### config.mk
export PLATFORM = sky130hd
export DESIGN_NAME = ex_stage_ctrl
export DESIGN_NICKNAME = d
export VERILOG_FILES = /design/src/rtl/ex_stage_ctrl_pkg.sv /design/src/rtl/ex_stage_ctrl_alu.sv /design/src/rtl/ex_stage_ctrl_ccr_unit.sv /design/src/rtl/ex_stage_ctrl.sv
export SDC_FILE = /design/constraint.sdc
export NUM_CORES = 1
export LEC_CHECK = 0
export BUFFER_PORTS_ARGS = -buffer_cell sky130_fd_sc_hd__buf_2
export CORE_MARGIN = 10
export CORE_UTILIZATION = 37
export CTS_CLUSTER_DIAMETER = 200
export CTS_CLUSTER_SIZE = 28
export DETAILED_ROUTE_END_ITERATION = 7
export PLACE_DENSITY = 0.6
export SLEW_MARGIN = 20
export SYNTH_ARGS = -nofsm -noshare
export SYNTH_HDL_FRONTEND = slang
export SYNTH_HIERARCHICAL = 1
export SYNTH_SLANG_ARGS = --single-unit
### constraint.sdc
create_clock -name clk -period 3.4 [get_ports clk]
set_clock_uncertainty 0.1 [all_clocks]
set_input_delay 0.17 -clock clk [delete_from_list [all_inputs] [get_ports clk]]
set_output_delay 0.17 -clock clk [all_outputs]
set_load 0.005 [all_outputs]
### src/rtl/ex_stage_ctrl_pkg.sv
// Shared definitions for the execute stage: ALU op codes, branch codes and CCR layout.
package ex_pkg;

    localparam logic [2:0] OP_NOP = 3'b000;
    localparam logic [2:0] OP_LDD = 3'b001;
    localparam logic [2:0] OP_STD = 3'b010;
    localparam logic [2:0] OP_ADD = 3'b011;
    localparam logic [2:0] OP_NOT = 3'b100;
    localparam logic [2:0] OP_LDM = 3'b111;

    localparam logic [1:0] BR_NONE = 2'b00;
    localparam logic [1:0] BR_JZ   = 2'b01;
    localparam logic [1:0] BR_JN   = 2'b10;
    localparam logic [1:0] BR_JC   = 2'b11;

    localparam int Z_BIT = 0;
    localparam int C_BIT = 1;
    localparam int N_BIT = 2;

    typedef enum logic {
        ST_EMPTY = 1'b0,
        ST_FULL  = 1'b1
    } out_state_e;

    function automatic logic op_writes_back(input logic [2:0] op);
        return (op == OP_ADD) || (op == OP_NOT) || (op == OP_LDD) || (op == OP_LDM);
    endfunction

endpackage

### src/rtl/ex_stage_ctrl_alu.sv
// Combinational 16-bit ALU: ADD with carry-out, NOT of operand 2, pass-through of operand 1.
module ex_alu
    import ex_pkg::*;
#(
    parameter int DATA_W = 16
) (
    input  logic [2:0]        op_i,
    input  logic [DATA_W-1:0] in1_i,
    input  logic [DATA_W-1:0] in2_i,
    output logic [DATA_W-1:0] result_o,
    output logic              carry_o
);

    logic [DATA_W:0] sum;

    assign sum = {1'b0, in1_i} + {1'b0, in2_i};

    always_comb begin
        result_o = '0;
        carry_o  = 1'b0;
        case (op_i)
            OP_ADD: begin
                result_o = sum[DATA_W-1:0];
                carry_o  = sum[DATA_W];
            end
            OP_NOT:                 result_o = ~in2_i;
            OP_LDD, OP_LDM, OP_STD: result_o = in1_i;
            default:                result_o = '0;
        endcase
    end

endmodule

### src/rtl/ex_stage_ctrl_ccr_unit.sv
// Condition-code register with interrupt shadow copy; branch evaluation reads the pre-commit CCR.
module ccr_unit
    import ex_pkg::*;
#(
    parameter int DATA_W = 16
) (
    input  logic              clk,
    input  logic              rst_n,
    input  logic              commit_i,
    input  logic [2:0]        op_i,
    input  logic [DATA_W-1:0] result_i,
    input  logic              carry_i,
    input  logic [1:0]        br_i,
    input  logic              setc_i,
    input  logic              clrc_i,
    input  logic              save_i,
    input  logic              restore_i,
    output logic [2:0]        ccr_o,
    output logic              br_taken_o
);

    logic [2:0] ccr_q, ccr_d;
    logic [2:0] shadow_q, shadow_d;
    logic [2:0] commit_val;

    always_comb begin
        br_taken_o = 1'b0;
        case (br_i)
            BR_JZ:   br_taken_o = ccr_q[Z_BIT];
            BR_JN:   br_taken_o = ccr_q[N_BIT];
            BR_JC:   br_taken_o = ccr_q[C_BIT];
            default: br_taken_o = 1'b0;
        endcase
    end

    // Order: arithmetic flags, then taken-branch clear, then explicit C set/clear.
    always_comb begin
        commit_val = ccr_q;
        if (op_i == OP_ADD || op_i == OP_NOT) begin
            commit_val[Z_BIT] = (result_i == '0);
            commit_val[N_BIT] = result_i[DATA_W-1];
        end
        if (op_i == OP_ADD) begin
            commit_val[C_BIT] = carry_i;
        end
        if (br_taken_o) begin
            case (br_i)
                BR_JZ:   commit_val[Z_BIT] = 1'b0;
                BR_JN:   commit_val[N_BIT] = 1'b0;
                BR_JC:   commit_val[C_BIT] = 1'b0;
                default: commit_val = commit_val;
            endcase
        end
        if (setc_i) begin
            commit_val[C_BIT] = 1'b1;
        end else if (clrc_i) begin
            commit_val[C_BIT] = 1'b0;
        end
    end

    always_comb begin
        ccr_d    = ccr_q;
        shadow_d = shadow_q;
        if (restore_i) begin
            ccr_d = shadow_q;
        end else if (commit_i) begin
            ccr_d = commit_val;
        end
        if (save_i) begin
            shadow_d = ccr_q;
        end
    end

    always_ff @(posedge clk) begin
        if (!rst_n) begin
            ccr_q    <= '0;
            shadow_q <= '0;
        end else begin
            ccr_q    <= ccr_d;
            shadow_q <= shadow_d;
        end
    end

    assign ccr_o = ccr_q;

endmodule

### src/rtl/ex_stage_ctrl.sv
// Execute-stage controller: valid/ready intake from ID, ALU drive, CCR ownership and a
// one-entry output register toward MEM with flush support.
module ex_stage_ctrl
    import ex_pkg::*;
#(
    parameter int DATA_W = 16,
    parameter int RA_W   = 3
) (
    input  logic              clk,
    input  logic              rst_n,
    input  logic              in_valid,
    output logic              in_ready,
    input  logic [2:0]        in_op,
    input  logic [DATA_W-1:0] in_a,
    input  logic [DATA_W-1:0] in_b,
    input  logic [RA_W-1:0]   in_rd,
    input  logic [1:0]        in_br,
    input  logic              in_setc,
    input  logic              in_clrc,
    output logic              out_valid,
    input  logic              out_ready,
    output logic [DATA_W-1:0] out_result,
    output logic [RA_W-1:0]   out_rd,
    output logic              out_wb,
    output logic              out_mem_wr,
    output logic              out_br_taken,
    input  logic              flush,
    input  logic              int_save,
    input  logic              rti_restore,
    output logic [2:0]        ccr
);

    out_state_e        state_q;
    logic [DATA_W-1:0] result_q;
    logic [RA_W-1:0]   rd_q;
    logic              wb_q;
    logic              mem_wr_q;
    logic              br_q;
    logic              accept;
    logic [DATA_W-1:0] alu_result;
    logic              alu_carry;
    logic              br_taken;

    assign in_ready = (state_q == ST_EMPTY) || out_ready;
    assign accept   = in_valid && in_ready && !flush;

    ex_alu #(
        .DATA_W (DATA_W)
    ) u_alu (
        .op_i     (in_op),
        .in1_i    (in_a),
        .in2_i    (in_b),
        .result_o (alu_result),
        .carry_o  (alu_carry)
    );

    ccr_unit #(
        .DATA_W (DATA_W)
    ) u_ccr (
        .clk        (clk),
        .rst_n      (rst_n),
        .commit_i   (accept),
        .op_i       (in_op),
        .result_i   (alu_result),
        .carry_i    (alu_carry),
        .br_i       (in_br),
        .setc_i     (in_setc),
        .clrc_i     (in_clrc),
        .save_i     (int_save),
        .restore_i  (rti_restore),
        .ccr_o      (ccr),
        .br_taken_o (br_taken)
    );

    // Flush only drops validity; payload registers keep their last value while EMPTY.
    always_ff @(posedge clk) begin
        if (!rst_n) begin
            state_q  <= ST_EMPTY;
            result_q <= '0;
            rd_q     <= '0;
            wb_q     <= 1'b0;
            mem_wr_q <= 1'b0;
            br_q     <= 1'b0;
        end else if (flush) begin
            state_q <= ST_EMPTY;
        end else if (accept) begin
            state_q  <= ST_FULL;
            result_q <= alu_result;
            rd_q     <= in_rd;
            wb_q     <= op_writes_back(in_op);
            mem_wr_q <= (in_op == OP_STD);
            br_q     <= br_taken;
        end else if (out_ready) begin
            state_q <= ST_EMPTY;
        end
    end

    assign out_valid    = (state_q == ST_FULL);
    assign out_result   = result_q;
    assign out_rd       = rd_q;
    assign out_wb       = wb_q;
    assign out_mem_wr   = mem_wr_q;
    assign out_br_taken = br_q;

endmodule
==> results of run 1 <==
worst paths after layout:
path	start	to	slack, ns	cells past startpoint
worst max register to register	out_valid$_SDFFE_PP0P_	out_result[6]$_SDFFE_PN0P_	1.60	4
worst min-delay path	in_rd[2]	out_rd[2]$_SDFFE_PN0P_	0.04	3
worst min register to register	out_result[0]$_SDFFE_PN0P_	out_result[0]$_SDFFE_PN0P_	0.37	2
worst max-delay path	in_a[0]	u_ccr/ccr_o[0]$_SDFFE_PN0P_	0.70	12
cells in the final DEF (no fill, tap or decap), types with 8 or more instances in the layout:
| master | synthesis | final |
|---|---|---|
| ha_1 | 16 | 16 |
| dfxtp_1 | 29 | 29 |
| nand3_1 | 28 | 28 |
| a211oi_1 | 9 | 9 |
| buf_2 | 6 | 75 |
| o21ai_0 | 34 | 34 |
| o21ai_1 | 11 | 11 |
| mux2i_1 | 10 | 10 |
| nand2_1 | 37 | 37 |
| a21oi_1 | 43 | 43 |
| xnor2_1 | 8 | 8 |
| nor2_1 | 18 | 18 |
flip-flops by register name, summed over array words and instances, names as in the netlist:
signal and cells:
out_result 16, out_br_taken 1, u_ccr/ccr_o 3, u_ccr/shadow_q 3, out_valid 1, out_wb 1
out_rd 3, out_mem_wr 1
worst max-delay path: cells and delay by family:
| kind | cells | cell delay (ns) |
|---|---|---|
| adders and majority gates | 2 | 0.65 |
| AOI/OAI and AO/OA | 5 | 1.07 |
| xor gates and xnor gates | 1 | 0.15 |
| and+or+nand+nor | 3 | 0.62 |
| buffers and inverters | 1 | 0.12 |
cell type report:
| type | instances | area (um2) | share of cell area, % |
|---|---|---|---|
| Multi-Input combinational cell | 303 | 1977 | 61.17 |
| Tap cell | 99 | 123.9 | 3.833 |
| Clock inverter | 1 | 30.03 | 0.9292 |
| Timing Repair Buffer | 79 | 407.9 | 12.62 |
| Sequential cell | 29 | 580.6 | 17.96 |
| Clock buffer | 7 | 86.33 | 2.671 |
| Inverter | 7 | 26.28 | 0.8130 |
kinds of logic (layout without fill, tap and decap cells):
logic type	after synthesis	in the layout	synth area share (%)
compound gates	142	142	34.16
buf+inv	29	94	4.886
fa+ha+maj	17	17	8.190
mux	12	12	4.560
xor+xnor	10	10	3.258
simple gates	122	122	23.36
flops	29	29	21.59
stage by stage:
| step | std cells | hold WS (ns) | setup WS [ns] |
|---|---|---|---|
| floorplan | 361 | 0.1493 | 0.8999 |
| global placement | 516 | 0.2555 | 0.5524 |
| detailed placement | 516 | 0.2630 | 0.4251 |
| CTS | 525 | 0.02560 | 0.7383 |
| global route | 525 | 0.03861 | 0.4998 |
| finish | 525 | 0.03941 | 0.7050 |
layer usage:
metal	track usage [%]	wire, um	vias up
met1	18.90	3946	1336
met4	2.059	26	0
met3	3.654	484	4
met2	23.87	3841	81
li1	-	-	1480
met5	0	0	-
power by group through the flow:
stage / combinational [mW] / clock (mW) / sequential (mW)
floorplan: 0.237 / 0 / 0.367
global placement: 0.342 / 0 / 0.366
detailed placement: 0.345 / 0 / 0.367
CTS: 0.348 / 0.376 / 0.359
global route: 0.388 / 0.387 / 0.360
finish: 0.348 / 0.364 / 0.359
repair_timing:
action                                  4_1_cts  5_1_grt
setup buffers                                 0        0
endpoints found under the setup margin        0        0
endpoints found under the hold margin         1        0
hold buffers                                  1        0
==> flow_metrics.tcl, run 1 <==
set metrics [dict create \
    die_w_um 105.2 \
    required_ns 3.49 \
    yosysSeqAreaShare_pct 21.59 \
    nNetsFinal 491 \
    grt_max_degree 39 \
    max_stage_delay_ns 0.41 \
    clock_latency_ns 0.28 \
    switching_share_pct 30.97 \
    final_util_pct 45.04 \
    status "finished clean" \
    synthTopCellsByCount "a21oi_1 (43), nand2_1 (37), o21ai_0 (34)" \
    synthArstFlopShare_pct 0 \
    synth_cells 361 \
    routed_via_density 5.526 \
    tritoncts "yes" \
    fp.dieArea_mm2 0.01108 \
    final_max_slew_viol_count 0 \
    placement_rows 31 \
    ioPinCount 76 \
    syn-num-nets 427 \
    antenna_found_initial 0 \
    ys.flop_type "dfxtp_1" \
    slew_headroom_pct 49.79 \
    dp.final_hpwl_mm 6.376 \
    internal_power_mw 0.7394 \
    clkPwrFrac_pct 34.0 \
    portBuffers 75 \
    ant_nets 0 \
    syn_to_final_growth_pct 20.20 \
    final_cell_area_mm2 0.003232 \
    crit_arrival_ns 2.78 \
    vias 2901 \
    end_kind "flop" \
    final_layout_size_suffix_gt1_share_pct 23.94 \
    critPathSlowestCell "fa_1" \
    netlist.area_leader.share_pct 21.59 \
    cts_htree_levels 2 \
    clkTransAtPathRegs_ns 0.06 \
    cts_root_buf "clkbuf_8" \
    cts_num_sinks 29 \
    wl_mm 8.299 \
    setup_tns_ns 0 \
    peakVddDrop_uv 406.8 \
    first_global_vias 2865 \
    yosys_warnings 6 \
    n_antenna_cell 0 \
    clockBufferDepth 2 \
    grt_usage_pct 14.46 \
    core_area_mm2 0.007176 \
    startpoint_type "input port" \
    fillers 760 \
    start_util_pct 37.47 \
    post_cts_resize_count 0 \
    placed_cell_area_mm2 0.003105 \
    synth_area_mm2 0.002689 \
    avgRoutedWirePerCell_um 15.81 \
    power_mw 1.071 \
    synth.area.top_cells "dfxtp_1 (22%), a21oi_1 (8.0%), ha_1 (7.4%)" \
    path_class "in -> reg" \
    synth_area_leader_cell "dfxtp_1" \
    min_period_ns 2.695 \
    seq_power_share_pct 33.5 \
    fmax_mhz 371.1 \
    firstDrtPassIters 4 \
    pwr-share-comb_pct 32.5 \
    gp_congestion 0.8564 \
    synth.distinct_cells 67 \
    hold_viol_final 0 \
    synth-seq-cells 29 \
    worstPathMaxFanout 4 \
    overflow 0 \
    switchingPower_mw 0.3318 \
    cts_made_buffers 5 \
    drc 0 \
    crit_chain "buf_2 -> ha_1 -> fa_1 -> a21o_1 -> and3_1 -> o21bai_2 -> nand2_1 -> xnor2_1 -> o221ai_1 -> nor4_1 -> a41oi_1 -> o32ai_1" \
    grt_setup_unrepaired "no" \
    grt_pass1_wl_mm 13.84 \
    die_h_um 105.2 \
    synth.most_common_cell "a21oi_1" \
    synth_edf_count 0 \
    cap_violations 0 \
    power_density_mw_per_mm2 331.4 \
    avgSynthCellArea_um2 7.448 \
    hold_class "in -> reg" \
    post-route-period-util_pct 79.27 \
    finalSetupViolCount 0 \
    drt_iter0_markers 115 \
    worstMarginPinSlew_ns 0.7531 \
    power_leakage_nw 1.374 \
]
Note: power is estimated with default switching activity, not from simulation.
==> run 2, diff against run 1 <==
- PLACE_DENSITY: 0.6 -> 0.62
- clock period: 3.4 -> 2.2 ns (I/O delays scaled with it)
==> run 2 against run 1 <==
Compared with the run above: the flow now finishes with violations (hold timing, setup timing); via count up 12%; clock power up 81%; first-iteration DRC count up 53%; sequential cell count unchanged; register-to-register slack worse by 0.97 ns; design area up 27%; sequential share of layout area down 3.9 points.
==> flow_metrics.tcl, run 2 (synthesized netlist as in run 1, its figures left out) <==
set metrics [dict create \
    critPathSlowestCell "fa_2" \
    multi_input_area_mm2 0.002212 \
    avgRoutedWirePerCell_um 15.71 \
    nNetsFinal 569 \
    required_ns 2.29 \
    firstDrtPassIters 5 \
    crit_chain "buf_6 -> ha_4 -> fa_2 -> a21o_1 -> and3_4 -> o21bai_4 -> nand4_1 -> mux2_4 -> nand2_2 -> nor4_4 -> a41oi_2 -> o32ai_1" \
    cap_violations 0 \
    fp.dieArea_mm2 0.01108 \
    finalSetupViolCount 1 \
    first_global_vias 3207 \
    regArea_um2 580.6 \
    clkTransAtPathRegs_ns 0.06 \
    final_max_slew_viol_count 0 \
    final_layout_size_suffix_gt1_share_pct 40.87 \
    startpoint_type "input port" \
    antenna_found_initial 0 \
    final_cells 603 \
    vias 3245 \
    hold_ws_ns -0.001945 \
    n_antenna_cell 0 \
    wl_mm 9.474 \
    drc 0 \
    layout_common_cells "buf_4 (76), buf_2 (71), a21oi_1 (43)" \
    slew_headroom_pct 50.77 \
    worstPathMaxFanout 3 \
    setup_ws_ns -0.08664 \
    hold_class "in -> reg" \
    final_util_pct 57.38 \
    ioPinCount 76 \
    power_leakage_nw 1.797 \
    dp.cells 586 \
    clockBufferDepth 2 \
    overflow 0 \
    hold_viol_final 1 \
    largest_reg_flops 16 \
    violations "hold timing, setup timing" \
    cts_root_buf "clkbuf_8" \
    crit_buf_inv 1 \
    cts_htree_levels 2 \
    start_util_pct 37.47 \
    core_area_mm2 0.007176 \
    cp_top_family "compound AO/OA/AOI/OAI gates" \
    syn_to_final_growth_pct 53.14 \
    path_class "in -> reg" \
    grt_usage_pct 16.21 \
    die_w_um 105.2 \
    fmax_mhz 437.3 \
    grt_pass1_wl_mm 15.39 \
    peakVddDrop_uv 426.2 \
    status "finished with violations" \
    fillers 693 \
    cts_made_buffers 5 \
    end_kind "flop" \
    min_period_ns 2.287 \
    max_stage_delay_ns 0.34 \
    grt_setup_unrepaired "yes" \
    portBuffers 75 \
    cts_num_sinks 29 \
    clock_latency_ns 0.28 \
    worstMarginPinSlew_ns 0.7377 \
    die_h_um 105.2 \
    power_mw 2.005 \
    tritoncts "yes" \
    routed_via_density 5.381 \
    final_common_cell "buf_4" \
    grt_max_degree 29 \
    power_density_mw_per_mm2 486.9 \
    drt_iter0_markers 176 \
    crit_arrival_ns 2.38 \
    placement_rows 31 \
    gp_congestion 0.9284 \
    post-route-period-util_pct 103.9 \
    ant_nets 0 \
    dp.final_hpwl_mm 7.286 \
]
==> run 2: final cells by class <==
| type | count | area share, % |
|---|---|---|
| repair buffers | 157 | 25.28 |
| clock inverters | 3 | 1.580 |
| flip-flops and latches | 29 | 14.10 |
| clock buffers | 5 | 1.671 |
| inverters | 7 | 0.6381 |
| well taps | 99 | 3.008 |
| multi-input cells | 303 | 53.72 |
==> run 2: worst register-to-register path, stage by stage (launching register included) <==
cell	delay [ns]
dfxtp_1	0.31
nor2b_4	0.13
nor2_1	0.27
nor2b_1	0.28
o311ai_0	0.17
a211oi_1	0.23
==> run 2: where the power goes <==
group / total, mW / switching (mW) / internal [mW] / leakage, nW
registers: 0.555 / 0.0104 / 0.545 / 0.236
clock network: 0.660 / 0.210 / 0.450 / 0.0681
logic: 0.790 / 0.385 / 0.405 / 1.49
==> run 2: metrics by stage <==
stage | instance area (um2) | setup slack (ns) | TNS, ns | hold slack (ns)
3_3_place_gp | 3730 | -0.4352 | -1.250 | 0.1965
3_5_place_dp | 3730 | -0.4449 | -1.446 | 0.2057
6_report | 4118 | -0.08664 | -0.08664 | -0.001945
5_1_grt | 4118 | -0.1368 | -0.1495 | 0.02998
2_1_floorplan | 2775 | -0.07111 | -0.07111 | 0.08931
4_1_cts | 3988 | -0.1156 | -0.1156 | 0.004320
==> run 2: routing by layer <==
metal | global-route usage (%) | wire length [um] | vias to the layer above
met2 | 28.04 | 4592 | 88
met4 | 2.549 | 81 | 0
met5 | 0 | 0 | -
li1 | - | - | 1637
met1 | 20.35 | 4302 | 1512
met3 | 3.593 | 499 | 8
==> run 2: final timing paths <==
kind	from	endpoint	slack, ns	depth (start not counted)
max	in_b[0]	u_ccr/ccr_o[0]$_SDFFE_PN0P_	-0.09	12
min	in_setc	u_ccr/ccr_o[1]$_SDFFE_PN0P_	-0.002	3
max reg2reg	out_valid$_SDFFE_PP0P_	u_ccr/ccr_o[2]$_SDFFE_PN0P_	0.63	5
min reg2reg	out_rd[0]$_SDFFE_PN0P_	out_rd[0]$_SDFFE_PN0P_	0.37	2
==> run 2: what timing repair did <==
item,in CTS,in global routing
setup buffers,3,2
resized for setup,12,20
endpoints found under the setup margin,1,3
hold buffers,5,0
pin swaps,21,9
endpoints found under the hold margin,5,0
==> run 3, diff against run 2 <==
- PLACE_DENSITY: 0.62 -> default
- SYNTH_HIERARCHICAL: 1 -> default
==> run 3 against run 2 <==
Compared with the run above: the flow finishes with violations (setup timing); combinational power shrank 8.1%; non-clock buffer count is 8 lower; clock power fell by 36%; design area fell by 9.6%; synthesized area fell by 7.4%; sequential power up 3%; via count down 6.9%.
==> flow_metrics.tcl, run 3 <==
set metrics [dict create \
    status "finished with violations" \
    violations "setup timing" \
    nNetsFinal 544 \
    synth.distinct_cells 50 \
    clkPwrFrac_pct 24.5 \
    fmax_mhz 431.6 \
    peakVddDrop_uv 371.6 \
    ioPinCount 76 \
    critPathSlowestCell "a221o_1" \
    tritoncts "yes" \
    internal_power_mw 1.135 \
    min_to "out_br_taken$_SDFFE_PN0P_" \
    synth_edf_count 0 \
    fillers 624 \
    synth.most_common_cell "nor2_1" \
    max_stage_delay_ns 0.40 \
    core_area_mm2 0.006459 \
    layout_common_cells "buf_2 (71), buf_4 (69), nor2_1 (46)" \
    power_density_mw_per_mm2 461.8 \
    dp.final_hpwl_mm 6.953 \
    first_global_vias 2981 \
    drt_iter0_markers 139 \
    required_ns 2.32 \
    finalSetupViolCount 3 \
    final_cells 556 \
    setup_ws_ns -0.1167 \
    worstPathMaxFanout 4 \
    grt_pass1_wl_mm 14.28 \
    ys.flop_type "dfxtp_1" \
    yosys_warnings 0 \
    synth_area_mm2 0.002489 \
    switching_share_pct 33.96 \
    antenna_found_initial 0 \
    fp.dieArea_mm2 0.01041 \
    worstMarginPinSlew_ns 0.7937 \
    pwr-share-comb_pct 42.3 \
    final_util_pct 57.61 \
    gp_congestion 0.8858 \
    hp-start "in_br[0]" \
    final_common_cell "buf_2" \
    dp.cells 542 \
    yosysSeqAreaShare_pct 23.33 \
    power_leakage_nw 1.716 \
    seq_power_share_pct 33.3 \
    slew_headroom_pct 47.03 \
    grt_usage_pct 16.55 \
    routed_via_density 5.435 \
    drc 0 \
    synth_area_leader_cell "dfxtp_1" \
    synth-seq-cells 29 \
    final_layout_size_suffix_gt1_share_pct 37.16 \
    path_depth 10 \
    wl_mm 8.708 \
    die_w_um 102.0 \
    n_antenna_cell 0 \
    cp_top_family "compound AO/OA/AOI/OAI gates" \
    largest_reg_flops 16 \
    path_class "in -> reg" \
    cts_htree_levels 2 \
    synth.area.top_cells "dfxtp_1 (23%), ha_1 (8.0%), nor2_1 (7.1%)" \
    avgRoutedWirePerCell_um 15.66 \
    grt_max_degree 34 \
    start_util_pct 38.53 \
    post-route-period-util_pct 105.3 \
    synthArstFlopShare_pct 0 \
    netlist.area_leader.share_pct 23.33 \
    reg2reg_depth 7 \
    cts_root_buf "clkbuf_8" \
    crit_chain "buf_8 -> ha_4 -> a21o_1 -> a221o_1 -> a2111oi_4 -> buf_4 -> nor4b_2 -> nand3b_1 -> nor4_1 -> a31o_1" \
    overflow 0 \
    die_h_um 102.0 \
    syn-num-nets 403 \
    portBuffers 75 \
    crit_arrival_ns 2.44 \
    power_mw 1.719 \
    cts_made_buffers 5 \
    hold_class "in -> reg" \
    synthTopCellsByCount "nor2_1 (47), a21oi_1 (35), nand2_1 (35)" \
    r2r_slack_ns 0.31 \
    hold_viol_final 0 \
    placement_rows 29 \
    grt_setup_unrepaired "yes" \
    firstDrtPassIters 4 \
    clockBufferDepth 2 \
    r2r_start "out_valid$_SDFFE_PP0P_" \
    syn_to_final_growth_pct 49.52 \
    clock_latency_ns 0.27 \
    crit_buf_inv 2 \
    hold_depth 3 \
    clkTransAtPathRegs_ns 0.06 \
    switchingPower_mw 0.5836 \
    end_kind "flop" \
    avgSynthCellArea_um2 7.385 \
    ant_nets 0 \
    vias 3022 \
    cts_num_sinks 29 \
    min_period_ns 2.317 \
    cap_violations 0 \
    final_max_slew_viol_count 0 \
    synth_cells 337 \
    r2r-end "u_ccr.ccr_o[0]$_SDFFE_PN0P_" \
    startpoint_type "input port" \
]
-- run 3: cell types whose count changed after synthesis, moves of 6 or more --
cell,change
nor3_1,+8
o21ai_1,-11
o21ai_0,-14
inv_1,+6
nand3_1,-25
nor2_1,+29
a21oi_1,-8
buf_2,-6
-- run 3: power by group through the flow --
stage	Combinational (mW)	Clock (mW)	Sequential, mW
6_report	0.726	0.421	0.572
5_1_grt	0.801	0.467	0.575
4_1_cts	0.714	0.431	0.571
3_5_place_dp	0.683	0	0.583
3_3_place_gp	0.672	0	0.582
2_1_floorplan	0.363	0	0.584
-- run 3: kinds of logic after synthesis --
group                    synth area share (%)
multiplexers                            4.123
XOR/XNOR                                2.816
adder cells (fa/ha/maj)                 8.849
AND/OR/NAND/NOR                         26.04
buffers and inverters                   4.224
flip-flops                              23.33
AO/OA/AOI/OAI                           30.62
-- run 3: routing by layer --
metal  GRT usage, %  routed length, um  vias to the layer above
met5              0                  0                        -
met4          3.037                 78                        0
met3          2.901                423                        6
met2          29.09               4348                       71
li1               -                  -                     1530
met1          20.75               3857                     1415
-- run 3: worst max path at each step --
stage	endpoint	slack, ns	from
3_3_place_gp	u_ccr.ccr_o[2]$_SDFFE_PN0P_	-0.44	in_a[1]
6_report	u_ccr.ccr_o[0]$_SDFFE_PN0P_	-0.12	in_b[1]
4_1_cts	u_ccr.ccr_o[0]$_SDFFE_PN0P_	-0.1	in_a[3]
2_1_floorplan	u_ccr.ccr_o[0]$_SDFFE_PN0P_	-0.17	in_a[3]
3_5_place_dp	u_ccr.ccr_o[2]$_SDFFE_PN0P_	-0.42	in_a[1]
5_1_grt	u_ccr.ccr_o[0]$_SDFFE_PN0P_	-0.22	in_b[1]
-- run 3: layout make-up --
type	instances	area (um2)	area share [%]
clock buffer	6	72.57	1.950
tap	77	96.34	2.589
timing repair buffer	149	977.2	26.26
multi-input combinational	280	1936	52.02
inverter	13	48.80	1.311
sequential	29	580.6	15.60
clock inverter	2	10.01	0.2690
-- run 3: timing repair --
action / in CTS / in global routing
endpoints found under the hold margin: 4 / 0
hold buffers: 4 / 0
setup buffers: 2 / 1
pin swaps: 7 / 5
resized for setup: 19 / 8
endpoints found under the setup margin: 8 / 9
-- run 3: through the flow --
stage / setup TNS, ns / hold WS, ns / instance area [um2] / setup WS [ns]
after floorplan: -0.1902 / 0.08931 / 2547 / -0.1714
after global placement: -3.377 / 0.2140 / 3478 / -0.4363
after detailed placement: -3.648 / 0.2185 / 3478 / -0.4160
after CTS: -0.2532 / 0.006273 / 3686 / -0.09658
after global routing: -0.6311 / 0.02373 / 3721 / -0.2249
final: -0.3015 / 0.01550 / 3721 / -0.1167
-- run 3: worst reg2reg max path, cell delays in order, from the launching register on --
cell      delay [ns]
dfxtp_1         0.31
nor2b_1         0.15
nor3b_2         0.25
o211ai_1        0.17
nor4_1          0.33
nand4_1         0.14
nor4_1          0.21
a31o_1          0.18
